$ cat src/rtl/serial_add_ctrl.sv
`default_nettype none
// ============================================================================
// Module      : serial_add_ctrl
// Description : Multi-cycle wide adder sequencer.  One SIZE-bit adder slice
//               is reused over CHUNKS clocks, least-significant chunk first,
//               with the carry held in a register between chunks.  The
//               result is W = SIZE*CHUNKS bits wide plus a carry out.
//               A start/busy/done handshake controls each operation.
//
// Parameters  : SIZE   - width of one adder slice / chunk in bits (>=1)
//               CHUNKS - number of chunks per operation (>=1)
//
// Ports       : clk    - rising-edge clock
//               rst    - synchronous active-high reset
//               start  - request a new addition (IDLE or DONE only)
//               a, b   - W-bit operands, captured on the accepting edge
//               cin    - carry into chunk 0, captured on the accepting edge
//               busy   - high while chunks are being processed (RUN)
//               done   - one-cycle pulse when sum/cout become valid
//               sum    - W-bit result, holds the last completed value
//               cout   - carry out of the top chunk, holds last value
//               ovf    - (SERIAL_ADD_OVF_EN only) two's-complement signed
//                        overflow of a+b+cin, updated with sum/cout
//
// Config      : `define SERIAL_ADD_OVF_EN to add the ovf output.
//
// Revision    : 1.0 - initial release
// ============================================================================
module serial_add_ctrl #(
    parameter int SIZE   = 4,
    parameter int CHUNKS = 4
) (
    input  logic                   clk,
    input  logic                   rst,
    input  logic                   start,
    input  logic [SIZE*CHUNKS-1:0] a,
    input  logic [SIZE*CHUNKS-1:0] b,
    input  logic                   cin,
    output logic                   busy,
    output logic                   done,
    output logic [SIZE*CHUNKS-1:0] sum,
    output logic                   cout
`ifdef SERIAL_ADD_OVF_EN
    ,
    output logic                   ovf
`endif
);

    // ------------------------------------------------------------------------
    // Derived constants
    // ------------------------------------------------------------------------
    localparam int c_W      = SIZE * CHUNKS;
    localparam int c_IDXW   = (CHUNKS > 1) ? $clog2(CHUNKS) : 1;
    // Chunk table is padded to a power of two so any index value is in range.
    localparam int c_NSLOTS = 1 << c_IDXW;
    localparam logic [c_IDXW-1:0] c_LAST_IDX = c_IDXW'(CHUNKS - 1);

    // ------------------------------------------------------------------------
    // State encoding
    // ------------------------------------------------------------------------
    typedef enum logic [1:0] {
        S_IDLE = 2'd0,
        S_RUN  = 2'd1,
        S_DONE = 2'd2
    } state_t;

    // ------------------------------------------------------------------------
    // Registers and their next-state values
    // ------------------------------------------------------------------------
    state_t            r_state, w_state_nxt;
    logic [c_IDXW-1:0] r_idx,   w_idx_nxt;
    logic              r_carry, w_carry_nxt;
    logic [c_W-1:0]    r_a,     w_a_nxt;
    logic [c_W-1:0]    r_b,     w_b_nxt;
    logic [c_W-1:0]    r_acc,   w_acc_nxt;
    logic [c_W-1:0]    r_sum,   w_sum_nxt;
    logic              r_cout,  w_cout_nxt;
    logic              r_busy,  w_busy_nxt;
    logic              r_done,  w_done_nxt;
    logic              r_ovf,   w_ovf_nxt;

    // ------------------------------------------------------------------------
    // Chunk selection: split the latched operands into SIZE-bit slots so the
    // current chunk is a plain array lookup by the index register.
    // ------------------------------------------------------------------------
    logic [SIZE-1:0] w_a_slot [c_NSLOTS];
    logic [SIZE-1:0] w_b_slot [c_NSLOTS];

    for (genvar k = 0; k < c_NSLOTS; k++) begin : g_slot
        if (k < CHUNKS) begin : g_used
            assign w_a_slot[k] = r_a[k*SIZE +: SIZE];
            assign w_b_slot[k] = r_b[k*SIZE +: SIZE];
        end else begin : g_pad
            assign w_a_slot[k] = '0;
            assign w_b_slot[k] = '0;
        end
    end

    logic [SIZE-1:0] w_a_chunk;
    logic [SIZE-1:0] w_b_chunk;
    logic [SIZE:0]   w_slice;     // {carry out, sum} of the shared slice
    logic [SIZE-1:0] w_slice_s;
    logic            w_slice_c;
    logic [c_W-1:0]  w_acc_upd;   // accumulator with the current chunk written
    logic            w_msb_cin;   // carry into the MSB of the current chunk

    assign w_a_chunk = w_a_slot[r_idx];
    assign w_b_chunk = w_b_slot[r_idx];

    // The one and only adder slice.
    assign w_slice   = {1'b0, w_a_chunk} + {1'b0, w_b_chunk} + {{SIZE{1'b0}}, r_carry};
    assign w_slice_s = w_slice[SIZE-1:0];
    assign w_slice_c = w_slice[SIZE];

    // Sum bit = a ^ b ^ carry_in, so the carry into the MSB is recoverable
    // from the slice result without a second adder.
    assign w_msb_cin = w_a_chunk[SIZE-1] ^ w_b_chunk[SIZE-1] ^ w_slice_s[SIZE-1];

    always_comb begin
        w_acc_upd = r_acc;
        for (int k = 0; k < CHUNKS; k++) begin
            if (r_idx == c_IDXW'(k)) begin
                w_acc_upd[k*SIZE +: SIZE] = w_slice_s;
            end
        end
    end

    // ------------------------------------------------------------------------
    // Next-state / output logic
    // ------------------------------------------------------------------------
    always_comb begin
        w_state_nxt = r_state;
        w_idx_nxt   = r_idx;
        w_carry_nxt = r_carry;
        w_a_nxt     = r_a;
        w_b_nxt     = r_b;
        w_acc_nxt   = r_acc;
        w_sum_nxt   = r_sum;
        w_cout_nxt  = r_cout;
        w_ovf_nxt   = r_ovf;
        w_busy_nxt  = 1'b0;
        w_done_nxt  = 1'b0;

        case (r_state)
            // DONE accepts a new request exactly like IDLE so operations can
            // run back to back without an idle bubble.
            S_IDLE, S_DONE: begin
                if (start) begin
                    w_a_nxt     = a;
                    w_b_nxt     = b;
                    w_carry_nxt = cin;
                    w_idx_nxt   = '0;
                    w_busy_nxt  = 1'b1;
                    w_state_nxt = S_RUN;
                end else begin
                    w_state_nxt = S_IDLE;
                end
            end

            // start is deliberately not looked at here: operands stay frozen
            // and nothing is queued.
            S_RUN: begin
                w_acc_nxt   = w_acc_upd;
                w_carry_nxt = w_slice_c;
                if (r_idx == c_LAST_IDX) begin
                    w_sum_nxt   = w_acc_upd;
                    w_cout_nxt  = w_slice_c;
                    w_ovf_nxt   = w_msb_cin ^ w_slice_c;
                    w_done_nxt  = 1'b1;
                    w_state_nxt = S_DONE;
                end else begin
                    w_idx_nxt   = r_idx + 1'b1;
                    w_busy_nxt  = 1'b1;
                end
            end

            default: begin
                w_state_nxt = S_IDLE;
            end
        endcase
    end

    // ------------------------------------------------------------------------
    // State register
    // ------------------------------------------------------------------------
    always_ff @(posedge clk) begin
        if (rst) begin
            r_state <= S_IDLE;
            r_idx   <= '0;
            r_carry <= 1'b0;
            r_a     <= '0;
            r_b     <= '0;
            r_acc   <= '0;
            r_sum   <= '0;
            r_cout  <= 1'b0;
            r_ovf   <= 1'b0;
            r_busy  <= 1'b0;
            r_done  <= 1'b0;
        end else begin
            r_state <= w_state_nxt;
            r_idx   <= w_idx_nxt;
            r_carry <= w_carry_nxt;
            r_a     <= w_a_nxt;
            r_b     <= w_b_nxt;
            r_acc   <= w_acc_nxt;
            r_sum   <= w_sum_nxt;
            r_cout  <= w_cout_nxt;
            r_ovf   <= w_ovf_nxt;
            r_busy  <= w_busy_nxt;
            r_done  <= w_done_nxt;
        end
    end

    // ------------------------------------------------------------------------
    // Outputs (all registered)
    // ------------------------------------------------------------------------
    assign busy = r_busy;
    assign done = r_done;
    assign sum  = r_sum;
    assign cout = r_cout;

`ifdef SERIAL_ADD_OVF_EN
    assign ovf = r_ovf;
`else
    // Overflow tracking is kept internal so the default build has no ovf port.
    logic w_ovf_unused;
    assign w_ovf_unused = r_ovf;
`endif

endmodule
`default_nettype wire
$ cat config.mk
export PLATFORM = sky130hd
export DESIGN_NAME = serial_add_ctrl
export DESIGN_NICKNAME = d
export VERILOG_FILES = /design/src/rtl/serial_add_ctrl.sv
export SDC_FILE = /design/constraint.sdc
export NUM_CORES = 1
export LEC_CHECK = 0
export BUFFER_PORTS_ARGS = -buffer_cell sky130_fd_sc_hd__buf_2
export CAP_MARGIN = 20
export CORE_AREA = 2 2 72 81
export CTS_BUF_LIST = sky130_fd_sc_hd__clkbuf_16
export CTS_CLUSTER_DIAMETER = 100
export DETAILED_ROUTE_END_ITERATION = 12
export DIE_AREA = 0 0 74 83
export GPL_TIMING_DRIVEN = 0
export PLACE_DENSITY = 0.88
export SLEW_MARGIN = 20
export SYNTH_ARGS = -nofsm -noshare
export SYNTH_HDL_FRONTEND = slang
export SYNTH_SLANG_ARGS = --single-unit
$ cat constraint.sdc
create_clock -name clk -period 8.4 [get_ports clk]
set_input_delay 1.26 -clock clk [delete_from_list [all_inputs] [get_ports clk]]
set_output_delay 1.26 -clock clk [all_outputs]
set_load 0.02 [all_outputs]
# After elaboration in Yosys (flattened, before gate mapping)
# Index checks and enable logic that the tools add are counted.
# word_totals
regBits	72
input_bits	36
out_inout_bits	19
word_cells	55
# op_classes
add_sub_neg	3
magnitude_cmp	1
eq_ne	8
mux	22
bitwise_logic	2
n_reduce_logical	9
# ops
operator	count
two-way mux 4 bit	8
binary-select mux 4 bit (select 2 bit)	2
case mux 2 bit (2 select lines)	2
== test 2 bit, second input constant	3
two-way mux 2 bit	3
!= test 2 bit, second input constant	3
AND reduction 2 bit	3
adder 4 x 4 -> 5 bit	1
adder 5 x 1 -> 5 bit	1
two-way mux 1 bit	5
== test 2 x 1 -> 1 bit, second input constant	2
zero test 2 bit	2
case mux 1 bit (2 select lines)	2
OR reduction 2 bit	2
greater-or-equal comparator 3 bit, second input constant	1
inverter 2 -> 3 bit	1
AND reduction 3 bit	1
adder 2 x 1 -> 2 bit, second input constant	1
nonzero test 2 bit	1
inverter 1 bit	1

# Logic depth before layout (Yosys ltp)
# Gate-level depths: netlist of the first run.
# depth
ltp_word	7
depth_mapped	7
depth_no_buf	6

# Worst setup path before layout of the first run
# OpenSTA, ideal clock, no wires.
# synth_timing
path_type	register -> register
from	register r_idx[0]
to	register r_sum[10] (netlist: sum[10])
setup_ns	0.070
arrival_ns	2.587
required_time_ns	8.330
path_slack_ns	5.742
path_stages_with_launch	8
n_path_buf	1
synth_period_minus_slack_ns	2.658
path_cell_list	dfxtp_1 > buf_2 > mux4_2 > fa_1 > fa_1 > xnor2_1 > a211o_1 > a21oi_1
# synth_between
elab_chain_cells	7
word_cells_on_any_way	13
classes_between	2 x add/sub; 2 x eq/ne; 7 x mux; 1 x bitwise; 1 x reduce/logical
# synth_lines
item	line	rtl
start: declaration	71	logic [c_IDXW-1:0] r_idx, w_idx_nxt;
start signal: assignment	201	r_idx <= w_idx_nxt;
inverter 2 -> 3 bit (implied by the code)	107, 108	
binary-select mux 4 bit (select 2 bit) (on tied branches)	107, 108	
two-way mux 4 bit (on tied branches) (2 in series)	107, 108	
adder 4 x 4 -> 5 bit	111	assign w_slice = {1'b0, w_a_chunk} + {1'b0, w_b_chunk} + {{SIZE{1'b0}}, r_carry};
adder 5 x 1 -> 5 bit	111	
two-way mux 4 bit	122	if (r_idx == c_IDXW'(k)) begin
end signal: assignment	206	r_sum <= w_sum_nxt;
end: declaration	76	logic [c_W-1:0] r_sum, w_sum_nxt;
# Parallel ways exist; a longest one is shown, timed or not. The select of a mux whose other input is x is not followed.
# A chain may end at the register's enable or synchronous reset.

# Worst setup path in the final report of the first run
# layout_timing
from	register r_idx[0]
to	register r_sum[2] (netlist: sum[2])
# Same word-level chain as after synthesis.

==> key figures, run 1 <==
STA
  • Final number of hold-violating endpoints: 0
  • Slew headroom: approximately 62%
  • RSZ-0062 raised after global routing: no
  • Setup TNS Final: 0 ns
  • Fin crit share: 35.1%
  • Max Slew Vio Count: 0
  • Tmin final: ~3 ns
  • Fmax: 0.339 GHz
  • # setup viols final: 0
  • Final setup skew: roughly 0.0038 ns
  • Worst slew pin tran: between 0.5 and 0.6 ns

Layout
  • Filler instances: 424
  • Antenna cells: 0
  • Fin area: 0.00370 mm2
  • Layout cell share with drive strength beyond 1: 24.6%
  • Area Growth Syn to Fin: 22.6%
  • Post-Layout Cell Count: around 490
  • Multi-input logic area: about 0.0015 mm2
  • Commonest non-fill, non-tap cell in the layout: nand2_1
  • Most frequent cells in the layout: nand2_1, buf_2, dfxtp_1
  • Sequential Area: roughly 0.0014 mm2
  • Final nets: 450

Synthesis
  • Register area share after synthesis: 45.1%
  • Synth Instances: 340
  • Synthesis-stage register bit count: 68
  • Cell Area, Synth: just over 0.003 mm2
  • Synthesis Warnings: 0
  • Syn avg cell area: between 8 and 9 um2
  • Post-synth cell types: 37
  • Net Count, Synth: 385

Setup path
  • Worst Path Buf+Inv: 1
  • Worst Setup Start Kind: flop
  • CP Data Arrival Time: roughly 3.2 ns
  • Family with the most delay on the worst path: adder cells
  • Crit path required time: between 8 and 9 ns
  • Slowest stage delay, CP: between 0.5 and 0.6 ns
  • CP most frequent cell: fa_1
  • Crit-path max FO: 10
  • R2r worst-path depth: 7
  • CP endpoint kind: flop
  • Slowest CP cell: mux4_2
  • Levels on crit path: 7
  • CP cell instances: buf_2, mux4_2, fa_1, fa_1, xnor2_1, a211o_1, a21oi_1
  • Crit path kind: flop to flop

Clocking
  • Number of post-CTS setup repair buffers: 0
  • CTS resizes: 0
  • Clk_lat worst skew: 0.33 ns
  • Clock sinks: between 60 and 70
  • Hold-fix buffers, CTS: 0
  • Root buffer cell: clkbuf_16
  • Clock transition at path regs: around 0.060 ns
  • Clock Tree Buf Depth: 2
  • Maximum level of the CTS H-tree: 3
  • Num CTS Buffers: 9
  • CTS tree: built

Die
  • Chip width: 74 um
  • Top-Level Pins: between 50 and 60
  • Core Rows: 28
  • Chip height: between 80 and 90 um
  • Initial core utilization: a little under three fifths
  • CORE AREA: about 0.0053 mm2
  • Die area: between 0.006 and 0.007 mm2

Drt
  • Vias/cell: about 5.4
  • DRC violations left: 0
  • Final wirelength: between 6000 and 7000 um
  • First-iteration detailed-routing DRC count: 220
  • DR WL/cell: about 14 um
  • Post-route ant nets: 0
  • Via count: approximately 2,600
  • DR pass1 iterations: 4

Power and ir drop
  • Net switching power: slightly above 200 uW
  • Lkg Pwr: 0.00155 uW
  • Power Internal: roughly 630 uW
  • Switching share of total power: ~25%
  • Total power divided by cell area: roughly 230 mW/mm2
  • Clock power share: 47.7%
  • Max VDD drop: roughly 0.00016 V
  • Combinational Power Share: a little under an eighth
  • Flop pwr share: between 40% and 50%

Worst hold path
  • Hold depth: 2
  • HP Class: flop to flop

Placement
  • Post-place instance area: about 0.0034 mm2
  • Routability cong.: ~0.87
  • Placed cells: 469
  • Port Buf Inserts: 54
  • Dpl hpwl: about 4900 um

Global routing
  • GRT Util Overall: ~25%
  • Largest net degree at the start of global routing: 13
  • Initial antenna violation count: 0
  • Remaining Overflow, GRT: 0
  • Vias in the first global route: around 2,500
  • First-pass GRT wire length: between 10,000 and 15,000 um

Flow run
  • Max Cap Violations: 0

Run status
  • Outcome: complete, no violations
sequential cells by signal, summed over array words and instances (netlist names):
register,cells
cout,1
r_state,2
r_carry,1
r_a,16
r_idx,2
done,1
r_b,16
r_acc,12
sum,16
busy,1
worst register-to-register path, stage by stage (launching register included):
cell	delay [ns]
dfxtp_1	0.35
buf_2	0.32
mux4_2	0.59
fa_1	0.45
fa_1	0.46
xnor2_1	0.38
a211o_1	0.21
a21oi_1	0.06
through the flow:
step	util [%]	hold WS [ns]	power (uW)	setup WS, ns
2_1_floorplan	-	0.433	415	5.74
5_1_grt	69.9	0.476	869	5.31
4_1_cts	69.9	0.451	840	5.43
3_5_place_dp	63.9	0.444	444	5.45
6_report	69.9	0.451	839	5.45
3_3_place_gp	63.9	0.439	440	5.50
synth_stat cells:
| cell type | count | area, um2 |
|---|---|---|
| nor3_4 | 1 | 16.3 |
| buf_1 | 1 | 3.75 |
| a2111oi_0 | 1 | 8.76 |
| and3b_1 | 1 | 8.76 |
| a31oi_1 | 3 | 18.8 |
| inv_1 | 5 | 18.8 |
| dfxtp_1 | 68 | 1360 |
| nand2b_1 | 2 | 12.5 |
| nor3_1 | 4 | 20.0 |
| a21oi_1 | 55 | 275 |
| a211o_1 | 3 | 26.3 |
| mux2i_1 | 6 | 60.1 |
| nand2_1 | 80 | 300 |
| or3b_1 | 1 | 8.76 |
| nand3b_1 | 8 | 60.1 |
| o41ai_2 | 4 | 65.1 |
| fa_1 | 2 | 40.0 |
| and3_1 | 1 | 6.26 |
| o21a_1 | 1 | 7.51 |
| o21a_4 | 1 | 15.0 |
| a211oi_1 | 7 | 52.6 |
| a21o_2 | 2 | 17.5 |
| clkbuf_1 | 11 | 41.3 |
| xor2_1 | 1 | 8.76 |
| buf_6 | 1 | 11.3 |
| o21ai_0 | 3 | 15.0 |
| ha_1 | 7 | 87.6 |
| nor2_1 | 16 | 60.1 |
| or3_1 | 3 | 18.8 |
| buf_4 | 1 | 7.51 |
| nand3_1 | 8 | 40.0 |
| buf_2 | 14 | 70.1 |
| nor2b_1 | 5 | 31.3 |
| nand3b_2 | 1 | 11.3 |
| mux4_2 | 8 | 180 |
| o21bai_1 | 3 | 22.5 |
| xnor2_1 | 1 | 8.76 |
cell families (layout without fill, tap and decap cells):
family,count (synthesis),after routing,synth area share (%)
flops,68,68,45.1
xor+xnor,2,2,0.581
mux,14,14,7.96
buf+inv,33,103,5.06
simple gates,131,131,19.7
fa+ha+maj,9,9,4.23
compound gates,83,83,17.4
final cells by class:
cell class,instances,area share [%]
multi-input combinational,239,40.7
sequential,68,36.8
timing repair buffer,54,7.31
clock buffer,9,6.09
buffer,28,3.62
tap,75,2.54
clock inverter,7,2.47
inverter,5,0.507
metal layers:
| metal | global-route usage (%) | vias to the layer above | part of all wire [%] |
|---|---|---|---|
| met1 | 29.8 | 1196 | 40 |
| met3 | 3.88 | 16 | 5.7 |
| li1 | - | 1303 | - |
| met2 | 40.7 | 94 | 52 |
| met4 | 12.7 | 0 | 2.6 |
| met5 | 0 | - | 0 |
final timing paths:
| check | start | endpoint | slack, ns |
|---|---|---|---|
| worst max-delay path | r_idx[0] | sum[2] | 5.45 |
| worst min-delay path | sum[2] | sum[2] | 0.45 |
| worst max register to register | r_idx[0] | sum[2] | 5.45 |
| worst min register to register | sum[2] | sum[2] | 0.45 |
power by group through the flow:
stage,clock (uW),combinational (uW),sequential [uW]
CTS,402,95.6,343
finish,400,95.9,343
global placement,0,91.2,349
detailed placement,0,94.4,350
global route,419,106,344
floorplan,0,66.8,348
No activity file was read; power rests on OpenSTA's default activity.
==> run 2, diff against run 1 <==
--- a/config.mk
+++ b/config.mk
@@ -5,15 +5,16 @@
 export SDC_FILE = /design/constraint.sdc
 export NUM_CORES = 1
 export LEC_CHECK = 0
+export ABC_AREA = 1
 export BUFFER_PORTS_ARGS = -buffer_cell sky130_fd_sc_hd__buf_2
 export CAP_MARGIN = 20
-export CORE_AREA = 2 2 72 81
+export CORE_AREA = 2 2 77 87
 export CTS_BUF_LIST = sky130_fd_sc_hd__clkbuf_16
 export CTS_CLUSTER_DIAMETER = 100
 export DETAILED_ROUTE_END_ITERATION = 12
-export DIE_AREA = 0 0 74 83
+export DIE_AREA = 0 0 79 89
 export GPL_TIMING_DRIVEN = 0
-export PLACE_DENSITY = 0.88
+export PLACE_DENSITY = 0.8
 export SLEW_MARGIN = 20
 export SYNTH_ARGS = -nofsm -noshare
 export SYNTH_HDL_FRONTEND = slang
==> constraint.sdc (replaced) <==
create_clock -name clk -period 2.7 [get_ports clk]
set_input_delay 0.405 -clock clk [delete_from_list [all_inputs] [get_ports clk]]
set_output_delay 0.405 -clock clk [all_outputs]
set_load 0.02 [all_outputs]
==> key figures, run 2 <==
Setup path
  • Worst Setup Start Kind: flop
  • Crit path from: r_idx[0]
  • CP cell instances: buf_6, inv_2, buf_4, nor2_1, o22ai_1, fa_2, fa_2, xor2_2, nand2_1, o21ai_0, o21ai_0, inv_1
  • Family with the most delay on the worst path: adder cells
  • Worst R2R Start: r_idx[0]
  • Slowest CP cell: fa_2
  • Slowest stage delay, CP: 0.42 ns (-0.17 ns)
  • Crit-path max FO: 11 (+1)
  • Crit path required time: 2.92 ns (-5.68 ns)
  • CP Data Arrival Time: 2.75 ns (-0.40 ns)
  • Worst Path Buf+Inv: 4 (+3)
  • Crit path kind: flop to flop
  • CP endpoint kind: flop

Synthesis
  • Cell Area, Synth: 0.00294 mm2 (-2.6%)
  • Number of flops mapped to enable cells by yosys: 0 (unchanged)
  • Synth Instances: 394 (+16%)
  • Syn avg cell area: 7.46 um2 (-16%)
  • Register area share after synthesis: 46.3% (+1.2 points)
  • Synth Flop Type: dfxtp_1
  • Net Count, Synth: 439 (+14%)
  • Synth top area share: 46.3% (+1.2 points)
  • Synthesis-stage register bit count: 68 (unchanged)
  • Post-synth cell types: 23 (-38%)
  • Most common cell in the netlist: nor2_1
  • Top cells by count, synth: nor2_1, o21ai_0, dfxtp_1
  • Async set-reset flop share out of synthesis: 0% (unchanged)
  • Cell taking the most area after synthesis: dfxtp_1
  • Largest cells by area after synthesis: dfxtp_1, o21ai_0, nor2_1, nand2_1, nand3_1
  • Synthesis Warnings: 0 (unchanged)

Run status
  • Outcome: complete, no violations

Layout
  • Layout cell share with drive strength beyond 1: 22.1% (-2.6 points)
  • Final nets: 507 (+13%)
  • Commonest non-fill, non-tap cell in the layout: nor2_1
  • Filler instances: 586 (+38%)
  • Antenna cells: 0 (unchanged)
  • Final Util: 59.6% (-10 points)
  • Area Growth Syn to Fin: 23.4%
  • Post-Layout Cell Count: 547 (+13%)
  • Most frequent cells in the layout: nor2_1, o21ai_0, dfxtp_1

STA
  • Max Slew Vio Count: 0 (unchanged)
  • # setup viols final: 0 (unchanged)
  • Tmin final: 2.52 ns (-0.426 ns)
  • RSZ-0062 raised after global routing: no
  • Worst slew pin tran: 0.493 ns (-0.0815 ns)
  • Slew headroom: 67.1% (+5.4 points)
  • Setup TNS Final: 0 ns (unchanged)
  • Final setup skew: 0.00801 ns (+0.00423 ns)
  • Final number of hold-violating endpoints: 0 (unchanged)
  • Fmax: 0.396 GHz (+17%)
  • Fin crit share: 93.5% (+58 points)

Power and ir drop
  • Combinational Power Share: 20.0% (+8.6 points)
  • Lkg Pwr: 0.00172 uW (+11%)
  • Max VDD drop: 0.000412 V (+160%)
  • Clock power share: 38.4% (-9.3 points)
  • Flop pwr share: 41.6% (+0.7 points)
  • Power Internal: 1880 uW (+200%)
  • Net switching power: 785 uW (+280%)
  • Switching share of total power: 29.5% (+4.9 points)
  • Total power divided by cell area: 735 mW/mm2 (+220%)

Drt
  • First-iteration detailed-routing DRC count: 145 (-34%)
  • DRC violations left: 0 (unchanged)
  • Via count: 2,767 (+6.1%)
  • DR pass1 iterations: 4 (unchanged)
  • Vias/cell: 5.06 (-6.0%)
  • DR WL/cell: 12.5 um (-13%)
  • Post-route ant nets: 0 (unchanged)
  • Final wirelength: 6850 um (-1.8%)

Worst hold path
  • Worst hold start: b[3]
  • HP Class: input pin to flop

Placement
  • Routability cong.: 0.785 (-9.8%)
  • Dpl hpwl: 4910 um (+0.18%)
  • Placed cells: 528 (+13%)
  • Port Buf Inserts: 54 (unchanged)

Flow run
  • Max Cap Violations: 0 (unchanged)

Global routing
  • GRT Util Overall: 20.7% (-3.8 points)
  • Initial antenna violation count: 0 (unchanged)
  • Largest net degree at the start of global routing: 12 (-1)
  • Vias in the first global route: 2,502 (-0.16%)
  • Remaining Overflow, GRT: 0 (unchanged)
  • First-pass GRT wire length: 11,200 um (-3.4%)

Die
  • Top-Level Pins: 55 (unchanged)
  • Initial core utilization: 48.3% (-8.7 points)
  • CORE AREA: 0.00608 mm2 (+15%)
  • Core Rows: 30 (+7.1%)
  • Chip width: 79 um (+6.8%)
  • Chip height: 89 um (+7.2%)
  • Die area: 0.00703 mm2 (+14%)

Clocking
  • Num CTS Buffers: 9 (unchanged)
  • Clk_lat worst skew: 0.33 ns (about the same)
  • CTS tree: built
  • Clock sinks: 68 (unchanged)
  • Clock transition at path regs: 0.06 ns (about the same)
  • Root buffer cell: clkbuf_16
  • Clock Tree Buf Depth: 2 (unchanged)
  • Maximum level of the CTS H-tree: 3 (unchanged)
-- run 2: logic make-up (layout without fill, tap and decap cells) --
group,after synthesis,after routing,share of synthesized area [%]
buffers and inverters,51,124,7.15
AOI/OAI and AO/OA,103,103,19.1
xor gates and xnor gates,1,1,0.298
adders and majority gates,9,9,4.34
and+or+nand+nor,162,162,22.8
DFF,68,68,46.3
-- run 2: area by class of cell --
class	instances	area (um2)	area share, %
inverters	30	119	3.28
multi-input cells	275	1380	38.1
plain buffers	21	109	3.00
flip-flops and latches	68	1360	37.6
repair buffers	57	293	8.07
clock buffers	9	225	6.21
clock inverters	7	37.5	1.04
well taps	80	100	2.76
-- run 2: routing by layer --
metal,up-vias,GRT usage [%],wire length [um],share of wire (%)
met5,-,0,0,0
met1,1233,24.3,2950,43
met4,0,8.78,113,1.6
met2,98,36.1,3370,49
met3,12,5.45,414,6.0
li1,1424,-,-,-
-- run 2: what timing repair did --
action / 4_1_cts / 5_1_grt
pin swaps: 0 / 1
buffers inserted: 0 / 3
gates resized for setup: 5 / 10
endpoints found under the setup margin: 11 / 15
hold buffers: 0 / 0
-- run 2: metrics by stage --
step | hold WS, ns | instance area, um2 | setup slack [ns] | power (uW)
after floorplan | 0.434 | 2940 | 0.274 | 1480
after global placement | 0.447 | 3310 | -0.147 | 1610
after detailed placement | 0.447 | 3310 | -0.155 | 1620
after CTS | 0.318 | 3590 | 0.0111 | 2660
after global routing | 0.316 | 3630 | 0.0340 | 2800
final | 0.323 | 3630 | 0.175 | 2660
-- run 2: final timing paths --
kind | endpoint | slack (ns) | depth (start not counted)
worst min-delay path | r_b[3] | 0.32 | 3
worst min register to register | sum[14] | 0.45 | 1
worst max-delay path | r_acc[10] | 0.18 | 12
worst max register to register | r_acc[10] | 0.18 | 12
-- run 2: power by group through the flow --
stage / Combinational [uW] / Sequential, uW / Clock (uW)
2_1_floorplan: 360 / 1120 / 0
3_3_place_gp: 484 / 1120 / 0
3_5_place_dp: 497 / 1130 / 0
4_1_cts: 513 / 1110 / 1040
5_1_grt: 599 / 1110 / 1090
6_report: 532 / 1110 / 1020
-- run 2: tightest hold or removal path: cells and delay by family --
kind / cells / cell delay, ns
buffers and inverters: 1 / 0.07
AOI/OAI and AO/OA: 1 / 0.07
and+or+nand+nor: 1 / 0.07
